`config.mk`:
```
export PLATFORM = sky130hd
export DESIGN_NAME = kara27_pp_gen
export DESIGN_NICKNAME = d
export VERILOG_FILES = /design/src/rtl/kara27_pp_gen.sv
export SDC_FILE = /design/constraint.sdc
export NUM_CORES = 1
export LEC_CHECK = 0
export BUFFER_PORTS_ARGS = -buffer_cell sky130_fd_sc_hd__buf_2
export CAP_MARGIN = 15
export CORE_MARGIN = 2
export CORE_UTILIZATION = 40
export CTS_CLUSTER_SIZE = 20
export DETAILED_ROUTE_END_ITERATION = 6
export PLACE_DENSITY = 0.63
export SLEW_MARGIN = 20
export SYNTH_ARGS = -nofsm -noshare
export SYNTH_HDL_FRONTEND = slang
export SYNTH_SLANG_ARGS = --single-unit
```
`constraint.sdc`:
```
create_clock -name clk -period 7.4 [get_ports clk]
set_clock_uncertainty 0.1 [all_clocks]
set_input_delay 0.37 -clock clk [delete_from_list [all_inputs] [get_ports clk]]
set_output_delay 0.37 -clock clk [all_outputs]
set_load 0.02 [all_outputs]
```
`src/rtl/kara27_pp_gen.sv`:
```
// 3-way Karatsuba partial-product generator: six carry-less limb products on one shared multiplier.
// Build option KARA_SERIAL_MUL_EN: shared multiplier becomes bit-serial (9 clocks per product).
module kara27_pp_gen #(
    parameter int LIMB_W = 9
) (
    input  logic                  clk,
    input  logic                  rst_n,
    input  logic                  in_valid,
    output logic                  in_ready,
    input  logic [3*LIMB_W-1:0]   a,
    input  logic [3*LIMB_W-1:0]   b,
    output logic                  out_valid,
    input  logic                  out_ready,
    output logic [2*LIMB_W-2:0]   p0,
    output logic [2*LIMB_W-2:0]   p1,
    output logic [2*LIMB_W-2:0]   p2,
    output logic [2*LIMB_W-2:0]   p3,
    output logic [2*LIMB_W-2:0]   p4,
    output logic [2*LIMB_W-2:0]   p5
);

    localparam int PW = 2*LIMB_W-1;
    localparam int OW = 3*LIMB_W;
    localparam int BW = $clog2(LIMB_W);

    typedef enum logic [1:0] {
        S_IDLE = 2'd0,
        S_MUL  = 2'd1,
        S_DONE = 2'd2
    } state_t;

    state_t            r_state;
    logic              r_in_ready;
    logic              r_out_valid;
    logic [2:0]        r_step;
    logic [OW-1:0]     r_a;
    logic [OW-1:0]     r_b;
    logic [OW-1:0]     r_sa;
    logic [OW-1:0]     r_sb;
    logic [PW-1:0]     r_p0, r_p1, r_p2, r_p3, r_p4, r_p5;

    logic [LIMB_W-1:0] w_x;
    logic [LIMB_W-1:0] w_y;
    logic [PW-1:0]     w_prod;
    logic              w_prod_done;
    logic [OW-1:0]     w_sa;
    logic [OW-1:0]     w_sb;

    // Limb sums packed as {a1^a2, a0^a2, a0^a1} so steps 2,4,5 index them in order
    assign w_sa = {a[2*LIMB_W-1:LIMB_W] ^ a[3*LIMB_W-1:2*LIMB_W],
                   a[LIMB_W-1:0]        ^ a[3*LIMB_W-1:2*LIMB_W],
                   a[LIMB_W-1:0]        ^ a[2*LIMB_W-1:LIMB_W]};
    assign w_sb = {b[2*LIMB_W-1:LIMB_W] ^ b[3*LIMB_W-1:2*LIMB_W],
                   b[LIMB_W-1:0]        ^ b[3*LIMB_W-1:2*LIMB_W],
                   b[LIMB_W-1:0]        ^ b[2*LIMB_W-1:LIMB_W]};

    // Operand selection for the shared multiplier by product step
    always_comb begin
        w_x = '0;
        w_y = '0;
        case (r_step)
            3'd0: begin w_x = r_a[LIMB_W-1:0];           w_y = r_b[LIMB_W-1:0];           end
            3'd1: begin w_x = r_a[2*LIMB_W-1:LIMB_W];    w_y = r_b[2*LIMB_W-1:LIMB_W];    end
            3'd2: begin w_x = r_sa[LIMB_W-1:0];          w_y = r_sb[LIMB_W-1:0];          end
            3'd3: begin w_x = r_a[3*LIMB_W-1:2*LIMB_W];  w_y = r_b[3*LIMB_W-1:2*LIMB_W];  end
            3'd4: begin w_x = r_sa[2*LIMB_W-1:LIMB_W];   w_y = r_sb[2*LIMB_W-1:LIMB_W];   end
            3'd5: begin w_x = r_sa[3*LIMB_W-1:2*LIMB_W]; w_y = r_sb[3*LIMB_W-1:2*LIMB_W]; end
            default: begin w_x = '0; w_y = '0; end
        endcase
    end

`ifdef KARA_SERIAL_MUL_EN
    logic [BW-1:0] r_bit;
    logic [PW-1:0] r_acc;
    logic [PW-1:0] w_acc_next;

    // One y bit per clock, LSB first; the last bit's sum is the finished product
    always_comb begin
        if (w_y[r_bit]) begin
            w_acc_next = r_acc ^ ({{(LIMB_W-1){1'b0}}, w_x} << r_bit);
        end else begin
            w_acc_next = r_acc;
        end
    end

    assign w_prod      = w_acc_next;
    assign w_prod_done = (r_bit == BW'(LIMB_W-1));
`else
    function automatic logic [PW-1:0] clmul(input logic [LIMB_W-1:0] x,
                                            input logic [LIMB_W-1:0] y);
        logic [PW-1:0] acc;
        acc = '0;
        for (int i = 0; i < LIMB_W; i++) begin
            if (y[i]) begin
                acc = acc ^ ({{(LIMB_W-1){1'b0}}, x} << i);
            end
        end
        return acc;
    endfunction

    assign w_prod      = clmul(w_x, w_y);
    assign w_prod_done = 1'b1;
`endif

    // Control FSM, operand capture and product registers
    always_ff @(posedge clk) begin
        if (!rst_n) begin
            r_state     <= S_IDLE;
            r_in_ready  <= 1'b0;
            r_out_valid <= 1'b0;
            r_step      <= 3'd0;
            r_a         <= '0;
            r_b         <= '0;
            r_sa        <= '0;
            r_sb        <= '0;
            r_p0        <= '0;
            r_p1        <= '0;
            r_p2        <= '0;
            r_p3        <= '0;
            r_p4        <= '0;
            r_p5        <= '0;
`ifdef KARA_SERIAL_MUL_EN
            r_bit       <= '0;
            r_acc       <= '0;
`endif
        end else begin
            case (r_state)
                S_IDLE: begin
                    if (in_valid && r_in_ready) begin
                        r_a        <= a;
                        r_b        <= b;
                        r_sa       <= w_sa;
                        r_sb       <= w_sb;
                        r_step     <= 3'd0;
                        r_in_ready <= 1'b0;
                        r_state    <= S_MUL;
                    end else begin
                        r_in_ready <= 1'b1;
                    end
                end
                S_MUL: begin
`ifdef KARA_SERIAL_MUL_EN
                    if (w_prod_done) begin
                        r_bit <= '0;
                        r_acc <= '0;
                    end else begin
                        r_bit <= r_bit + {{(BW-1){1'b0}}, 1'b1};
                        r_acc <= w_acc_next;
                    end
`endif
                    if (w_prod_done) begin
                        case (r_step)
                            3'd0:    r_p0 <= w_prod;
                            3'd1:    r_p1 <= w_prod;
                            3'd2:    r_p2 <= w_prod;
                            3'd3:    r_p3 <= w_prod;
                            3'd4:    r_p4 <= w_prod;
                            3'd5:    r_p5 <= w_prod;
                            default: r_p0 <= r_p0;
                        endcase
                        if (r_step == 3'd5) begin
                            r_step      <= 3'd0;
                            r_out_valid <= 1'b1;
                            r_state     <= S_DONE;
                        end else begin
                            r_step <= r_step + 3'd1;
                        end
                    end else begin
                        r_step <= r_step;
                    end
                end
                S_DONE: begin
                    if (out_ready) begin
                        r_out_valid <= 1'b0;
                        r_in_ready  <= 1'b1;
                        r_state     <= S_IDLE;
                    end else begin
                        r_out_valid <= 1'b1;
                    end
                end
                default: begin
                    r_state     <= S_IDLE;
                    r_in_ready  <= 1'b0;
                    r_out_valid <= 1'b0;
                    r_step      <= 3'd0;
                end
            endcase
        end
    end

    assign in_ready  = r_in_ready;
    assign out_valid = r_out_valid;
    assign p0 = r_p0;
    assign p1 = r_p1;
    assign p2 = r_p2;
    assign p3 = r_p3;
    assign p4 = r_p4;
    assign p5 = r_p5;

endmodule

```
== After elaboration in Yosys (flattened, before gate mapping) ==
Index checks and enable logic that the tools add are counted.
Word-level totals
  flip-flop bits (word level): 217
  latch bits: 0
  memory bits (writable): 0
  bits in read-only memories: 0
  input bits: 58
  logic and storage cells: 80
  memories: 0
Operators by class
  add/sub/neg operators: 1
  $mul: 0
  div/mod/pow operators: 0
  $lt $le $gt $ge: 0
  equal/unequal tests: 10
  shift-type cells: 0
  muxes and demuxes: 24
  bitwise gates (word level): 17
  reductions and logical operators: 14
Operators with widths (number)
  2-to-1 mux 17 bit: 8
  one-hot mux 9 bit (6 select lines): 2
  bitwise XOR 9 bit: 6
  AND reduction 2 bit: 10
  bitwise XOR 17 x 10 -> 17 bit: 1
  bitwise XOR 17 x 11 -> 17 bit: 1
  bitwise XOR 17 x 12 -> 17 bit: 1
  bitwise XOR 17 x 13 -> 17 bit: 1
  bitwise XOR 17 x 14 -> 17 bit: 1
  bitwise XOR 17 x 15 -> 17 bit: 1
  bitwise XOR 17 x 16 -> 17 bit: 1
  bitwise XOR 17 bit: 1
  2-to-1 mux 9 bit: 1
  one-hot mux 3 bit (3 select lines): 1
  equality test 3 x 2 -> 1 bit (second input constant): 2
  equality test 3 bit (second input constant): 2
  2-to-1 mux 2 bit: 3
  2-to-1 mux 3 bit: 2
  != test 2 bit (second input constant): 3
  one-hot mux 1 bit (3 select lines): 2
  one-hot mux 2 bit (3 select lines): 1
  2-to-1 mux 1 bit: 4
  adder 3 x 1 -> 3 bit (second input constant): 1
  equality test 3 x 1 -> 1 bit (second input constant): 1
  7 further kinds: 9

== Logic depth before layout (Yosys ltp) ==
Gate-level depths: netlist (run 1).
  depth after elaboration: 19
  depth in mapped cells: 15

== Worst setup path before layout (run 1) ==
OpenSTA, ideal clock, no wires.
  path kind: register to register
  start point: reg r_step[0]
  end point: reg r_p2[8] (netlist: p2[8])
  library setup time: 0.086 ns
  data arrival time: 3.144 ns
  data required time: 7.214 ns
  path slack: 4.071 ns
  stages on the path, launching flop included: 15
  path buffers: 5
  period minus slack after synthesis: 3.329 ns
  cells stage by stage: dfxtp_1 -> buf_6 -> buf_4 -> clkinv_1 -> nor2_1 -> ha_1 -> clkbuf_1 -> clkbuf_1 -> a222oi_1 -> o21a_1 -> clkbuf_1 -> or3_1 -> a211oi_2 -> nor3_1 -> a211oi_1
Between the ends
  word-level cells in the longest chain between the ends: 19
RTL lines
  start, declared: RTL line 35  | logic [2:0] r_step;
  start signal, assigned: RTL line 166  | r_step <= r_step + 3'd1;
  start signal, assigned: RTL line 169  | r_step <= r_step;
  equality test 3 bit (tied with other cells): RTL line 61  | case (r_step)
  one-hot mux 9 bit (6 select lines): RTL line 61
  2-to-1 mux 9 bit: RTL line 94  | if (y[i]) begin
  bitwise XOR 17 x 10 -> 17 bit: RTL line 95  | acc = acc ^ ({{(LIMB_W-1){1'b0}}, x} << i);
  2-to-1 mux 17 bit: RTL line 94
  bitwise XOR 17 x 11 -> 17 bit: RTL line 95
  2-to-1 mux 17 bit: RTL line 94
  bitwise XOR 17 x 12 -> 17 bit: RTL line 95
  (+3 left out)
  bitwise XOR 17 x 14 -> 17 bit: RTL line 95
  2-to-1 mux 17 bit: RTL line 94
  bitwise XOR 17 x 15 -> 17 bit: RTL line 95
  2-to-1 mux 17 bit: RTL line 94
  bitwise XOR 17 x 16 -> 17 bit: RTL line 95
  2-to-1 mux 17 bit: RTL line 94
  bitwise XOR 17 bit: RTL line 95
  2-to-1 mux 17 bit: RTL line 94
  end signal, assigned: RTL line 155  | 3'd2: r_p2 <= w_prod;
  end, declared: RTL line 40  | logic [PW-1:0] r_p0, r_p1, r_p2, r_p3, r_p4, r_p5;
Several ways; a longest one is shown, not always the timed one.
A chain may end at the register's enable or synchronous reset.

== Final worst setup path (run 1) ==
  start point: reg r_step[1]
  end point: reg r_p5[8] (netlist: p5[8])
Between the ends
  word-level cells in the longest chain between the ends: 19
RTL lines
  equality test 3 bit (tied with other cells): RTL line 61, 152
  one-hot mux 9 bit (6 select lines): RTL line 61
  2-to-1 mux 9 bit: RTL line 94
  bitwise XOR 17 x 10 -> 17 bit: RTL line 95
  2-to-1 mux 17 bit: RTL line 94
  bitwise XOR 17 x 11 -> 17 bit: RTL line 95
  2-to-1 mux 17 bit: RTL line 94
  bitwise XOR 17 x 12 -> 17 bit: RTL line 95
  (+3 left out)
  bitwise XOR 17 x 14 -> 17 bit: RTL line 95
  2-to-1 mux 17 bit: RTL line 94
  bitwise XOR 17 x 15 -> 17 bit: RTL line 95
  2-to-1 mux 17 bit: RTL line 94
  bitwise XOR 17 x 16 -> 17 bit: RTL line 95
  2-to-1 mux 17 bit: RTL line 94
  bitwise XOR 17 bit: RTL line 95
  2-to-1 mux 17 bit: RTL line 94
  end signal, assigned: RTL line 158  | 3'd5: r_p5 <= w_prod;
  end, declared: RTL line 40
Several ways; a longest one is shown, not always the timed one.

==> results of run 1 <==
==> logic make-up (layout without fill, tap and decap cells) <==
family	Yosys count	count (layout)	synth area share, %
simple gates	473	473	20.1
buf+inv	100	221	4.04
mux	21	21	2.61
flops	217	217	42.2
fa+ha+maj	4	4	0.486
xor+xnor	105	105	10.2
compound gates	326	326	20.4
==> synthesized netlist by cell type (4+ instances only) <==
cell        n
a22oi_1     6
nor2b_1    10
and3_1      4
o211ai_1    4
a22o_1      5
inv_1       5
xnor3_1     9
nor3b_1     5
nor3_1     32
mux2i_1    13
o21a_1      4
xor2_1     13
mux2_2      4
or2_2       4
dfxtp_1   217
and3b_1     4
xnor2_1    82
a211oi_1   93
nand2_1   198
clkbuf_1   72
nor2_1    156
or3_1       9
nand3_1    24
a21oi_1   111
ha_1        4
buf_2      14
nand3b_1    4
o21ai_0    62
and2_1      9
a222oi_1    4
==> per-stage QoR <==
| step | worst slack [ns] | power, uW | hold WS (ns) | utilization (%) | std cells |
|---|---|---|---|---|---|
| floorplan | 4.07 | 1490 | 0.331 | - | 1246 |
| global placement | 3.25 | 1580 | 0.341 | 44.4 | 1654 |
| detailed placement | 3.19 | 1580 | 0.343 | 44.4 | 1654 |
| CTS | 3.15 | 2770 | 0.0100 | 47.5 | 1696 |
| global route | 2.69 | 2860 | 0.0296 | 47.6 | 1697 |
| finish | 3.05 | 2750 | 0.0263 | 47.6 | 1697 |
==> worst max path at each step <==
stage               startpoint  endpoint  slack (ns)
floorplan            r_step[0]     p2[8]        4.07
global placement     r_step[2]     p1[9]        3.25
detailed placement   r_step[1]     p5[8]        3.19
CTS                  r_step[1]     p5[8]        3.15
global route         r_step[1]     p1[8]        2.69
finish               r_step[1]     p5[8]        3.05
==> area by class of cell <==
type | instances | area, um2
repair buffers | 171 | 901
multi-input cells | 929 | 5550
well taps | 330 | 413
flip-flops and latches | 217 | 4350
fillers | 2512 | 13200
clock inverters | 7 | 70.1
inverters | 8 | 32.5
clock buffers | 35 | 723
==> layer usage <==
layer | global-route usage (%) | vias up
li1 | - | 4546
met1 | 30.6 | 4304
met2 | 33.4 | 349
met3 | 2.94 | 53
met4 | 6.21 | 0
met5 | 0 | -
==> flip-flops by register name, indices dropped and copies added (netlist names) <==
| register | cells |
|---|---|
| p4 | 17 |
| r_step | 3 |
| r_b | 27 |
| p3 | 17 |
| r_state | 2 |
| r_a | 27 |
| p2 | 17 |
| r_sa | 27 |
| out_valid | 1 |
| p5 | 17 |
| r_sb | 27 |
| p1 | 17 |
| in_ready | 1 |
| p0 | 17 |
==> worst max-delay path: stages (launching register included) <==
cell and delay, ns:
dfxtp_1 0.31, buf_4 0.35, clkinv_1 0.36, nor2_1 0.17
ha_1 0.86, a222oi_1 0.27, o2bb2a_1 0.53, nor2_1 0.21
xnor2_1 0.16, xnor3_1 0.52, a211oi_1 0.25, a211oi_1 0.09
==> report_power, final <==
part / internal [uW] / switching (uW) / total (uW)
sequential: 1220 / 35.8 / 1260
combinational: 110 / 190 / 300
clock: 710 / 478 / 1190
==> out/qor.csv, run 1 <==
metric,value,unit
antenna_found_initial,0,
num_rows,58,
slew_headroom,30.5,%
rsz0062_at_grt,false,
fin_crit_sh,58.7,%
drt_iter0_markers,919,
avgRoutedWirePerCell,17.5,um
numClockSinks,217,
critical_path_required,7.68,ns
max-vdd-ir-drop,0.138,mV
grt_pass1_wl,46100,um
syn-cell-area,10300,um2
clk_pin_slew,0.06,ns
cts_tree,done,
synth_fp_nets,1308,
synthFlopType,dfxtp_1,
tns,0,ns
ys_seq_area_share,42.2,%
layout-drive-gt1-share,17.5,%
final-hold-violation-count,0,
min_period,4.35,ns
wl_met2,13100,um
final_cell_mix,"dfxtp_1, nand2_1, buf_2",
synth_top_area_share,42.2,%
yosys.area.top_type,dfxtp_1,
ys_seq_elements,217,
max-clock-path-buffers,3,
hpwlAfterDp,20200,um
fp.dieW,164,um
netlist_instances,1246,
r2r_start,r_step[1],
worstHoldPathType,in -> reg,
area_delta_synth_final,16.9,%
antennaDiodeCount,0,
crit_arrival,4.62,ns
wl_met3,2080,um
hp-start,b[11],
worst_hold_path.num_cells,3,
core-area,25300,um2
final_common_cell,dfxtp_1,
hold_buffers,0,
min_to,r_b[11],
max_freq,230,MHz
drt_pass1_iterations,5,
drt-met1-wl,13700,um
clk_latency,0.51,ns
cts_max_level,1,
ant_nets,0,
ys_warn_count,0,
fin_nets,1413,
finalMaxSlewViolations,0,
wirelength,29700,um
setup_violations,0,
port_buffers,161,
vias,9252,
cts_buffers,24,
r2r_end,p5[8],
power.density,228,nW/um2
ys_async_sr_fraction,0,%
status,"complete, no violations",
place_area,11200,um2
r2r_cells,11,
post-cts-setup-buffer-count,0,
top_layer,met4,
power.leakage,0.00442,uW
critPathMaxFanout,38,
dieArea,27000,um2
worst_pin_slew,1.04,ns
io_pins,162,
die_height,164,um
path_class,reg -> reg,
grt_max_degree,103,
drc,0,
avgSynthCellArea,8.26,um2
r2r_slack,3.05,ns
cap_viol_max_count,0,
yosys-top-cells-area,"dfxtp_1, nand2_1, xnor2_1, a211oi_1, nor2_1",
cts_resized,0,
cp-end-kind,register,
initial_core_util,40.8,%
synth.distinct_cells,69,
vias_per_cell,5.45,
grt_pass1_vias,8393,
gr-total-overflow,0,
start_kind,register,
synth_edf_count,0,
cts_root_buffer,clkbuf_16,
grt_use_total,21.3,%
postLayoutCellArea,12000,um2
gp_congestion,0.953,
No activity file was read; power rests on OpenSTA's default activity.
==> inputs of run 2 (changes only) <==
==> constraint.sdc (replaced) <==
create_clock -name clk -period 4 [get_ports clk]
set_clock_uncertainty 0.1 [all_clocks]
set_input_delay 0.2 -clock clk [delete_from_list [all_inputs] [get_ports clk]]
set_output_delay 0.2 -clock clk [all_outputs]
set_load 0.02 [all_outputs]
==> out/qor.csv, run 2 (same netlist as run 1, synthesis figures left out) <==
metric,value,unit,change
status,"complete, no violations",,
numClockSinks,217,,unchanged
fp.dieW,164,um,unchanged
wirelength,30300,um,+2.2%
grt_use_total,22.3,%,+0.96 points
layout-drive-gt1-share,17.9,%,+0.41 points
start_kind,register,,
cts_buffers,24,,unchanged
placedCellCount,1673,,+1.1%
die_height,164,um,unchanged
cts_tree,done,,
postLayoutCellArea,12600,um2,+5.1%
critical_path_required,4.35,ns,-3.33 ns
vias_per_cell,5.37,,-1.6%
cp-end-kind,register,,
final-hold-violation-count,0,,unchanged
utilization,50.0,%,+2.4 points
final_cells,1766,,+4.1%
antennaDiodeCount,0,,unchanged
num-fill-cells,2487,,-1.0%
cts_max_level,1,,unchanged
worstHoldPathType,in -> reg,,
grt_pass1_vias,8919,,+6.3%
rsz0062_at_grt,false,,
max-clock-path-buffers,3,,unchanged
cts_root_buffer,clkbuf_16,,
power.leakage,0.00471,uW,+6.7%
grt_pass1_wl,48500,um,+5.1%
crit_arrival,3.90,ns,-0.72 ns
initial_core_util,40.8,%,unchanged
tns,0,ns,unchanged
area_delta_synth_final,22.8,%,
ant_nets,0,,unchanged
slew_headroom,34.0,%,+3.6 points
final_common_cell,dfxtp_1,,
gr-total-overflow,0,,unchanged
path_class,reg -> reg,,
drt_pass1_iterations,5,,unchanged
drc,0,,unchanged
core-area,25300,um2,unchanged
grt_max_degree,93,,-9.7%
p_total,5020,uW,+83%
final_cell_mix,"dfxtp_1, nand2_1, buf_2",,
critPathMaxFanout,47,,+24%
clk_pin_slew,0.07,ns,about the same
dieArea,27000,um2,unchanged
max-vdd-ir-drop,0.278,mV,+100%
clk_latency,0.54,ns,+0.03 ns
hpwlAfterDp,20900,um,+3.5%
fin_nets,1485,,+5.1%
min_period,3.55,ns,-0.791 ns
power.density,397,nW/um2,+74%
max_freq,281,MHz,+22%
io_pins,162,,unchanged
antenna_found_initial,0,,unchanged
finalMaxSlewViolations,0,,unchanged
cap_viol_max_count,0,,unchanged
place_area,11400,um2,+1.4%
port_buffers,161,,unchanged
gp_congestion,0.918,,-3.6%
fin_crit_sh,88.9,%,+30 points
worst_pin_slew,0.987,ns,-0.0555 ns
avgRoutedWirePerCell,17.2,um,-1.8%
num_rows,58,,unchanged
vias,9476,,+2.4%
setup_violations,0,,unchanged
drt_iter0_markers,976,,+6.2%
run 2: final timing paths:
path | cells past startpoint | endpoint | startpoint | slack (ns)
worst max-delay path | 9 | p3[8] | r_step[2] | 0.45
worst min-delay path | 5 | r_state[1] | out_ready | 0.04
worst max register to register | 9 | p3[8] | r_step[2] | 0.45
worst min register to register | 2 | p4[4] | p4[4] | 0.35
run 2: cell type report:
cell class	instances	area [um2]	share of cell area, %
clock buffers	29	659	5.22
multi-input cells	929	5550	43.9
inverters	8	32.5	0.257
repair buffers	243	1570	12.4
well taps	330	413	3.27
flip-flops and latches	217	4350	34.4
clock inverters	10	75.1	0.594
run 2: where the power goes:
part	total, uW	internal (uW)	switching [uW]
registers	2340	2260	73.2
logic	606	246	360
clock network	2080	1170	906
run 2: metrics by stage:
stage               setup WS (ns)  hold slack, ns
finish                      0.445          0.0395
detailed placement          0.516           0.345
global placement            0.688           0.342
CTS                         0.524          0.0397
floorplan                   0.671           0.236
global route                0.163           0.105
run 2: routing by layer:
| layer | wire [um] | share of wire (%) | vias up | global-route usage [%] |
|---|---|---|---|---|
| li1 | - | - | 4695 | - |
| met1 | 14100 | 46 | 4396 | 31.1 |
| met2 | 13500 | 45 | 318 | 36.0 |
| met3 | 1780 | 5.9 | 67 | 3.09 |
| met4 | 936 | 3.1 | 0 | 6.68 |
| met5 | 0 | 0 | - | 0 |
run 2: critical path, stage by stage, from the launching register on:
cell and delay, ns:
dfxtp_1 0.37, buf_12 0.25, nor2b_1 0.80, o2bb2ai_1 0.27, a21oi_2 0.19, nor3_1 0.39
o21ai_0 0.24, a211oi_2 0.51, nor3_1 0.11, a211oi_1 0.23
run 2: what timing repair did:
item	4_1_cts	5_1_grt
resized for setup	0	0
endpoints found under the hold margin	108	0
hold buffers	54	0
setup buffers	0	0
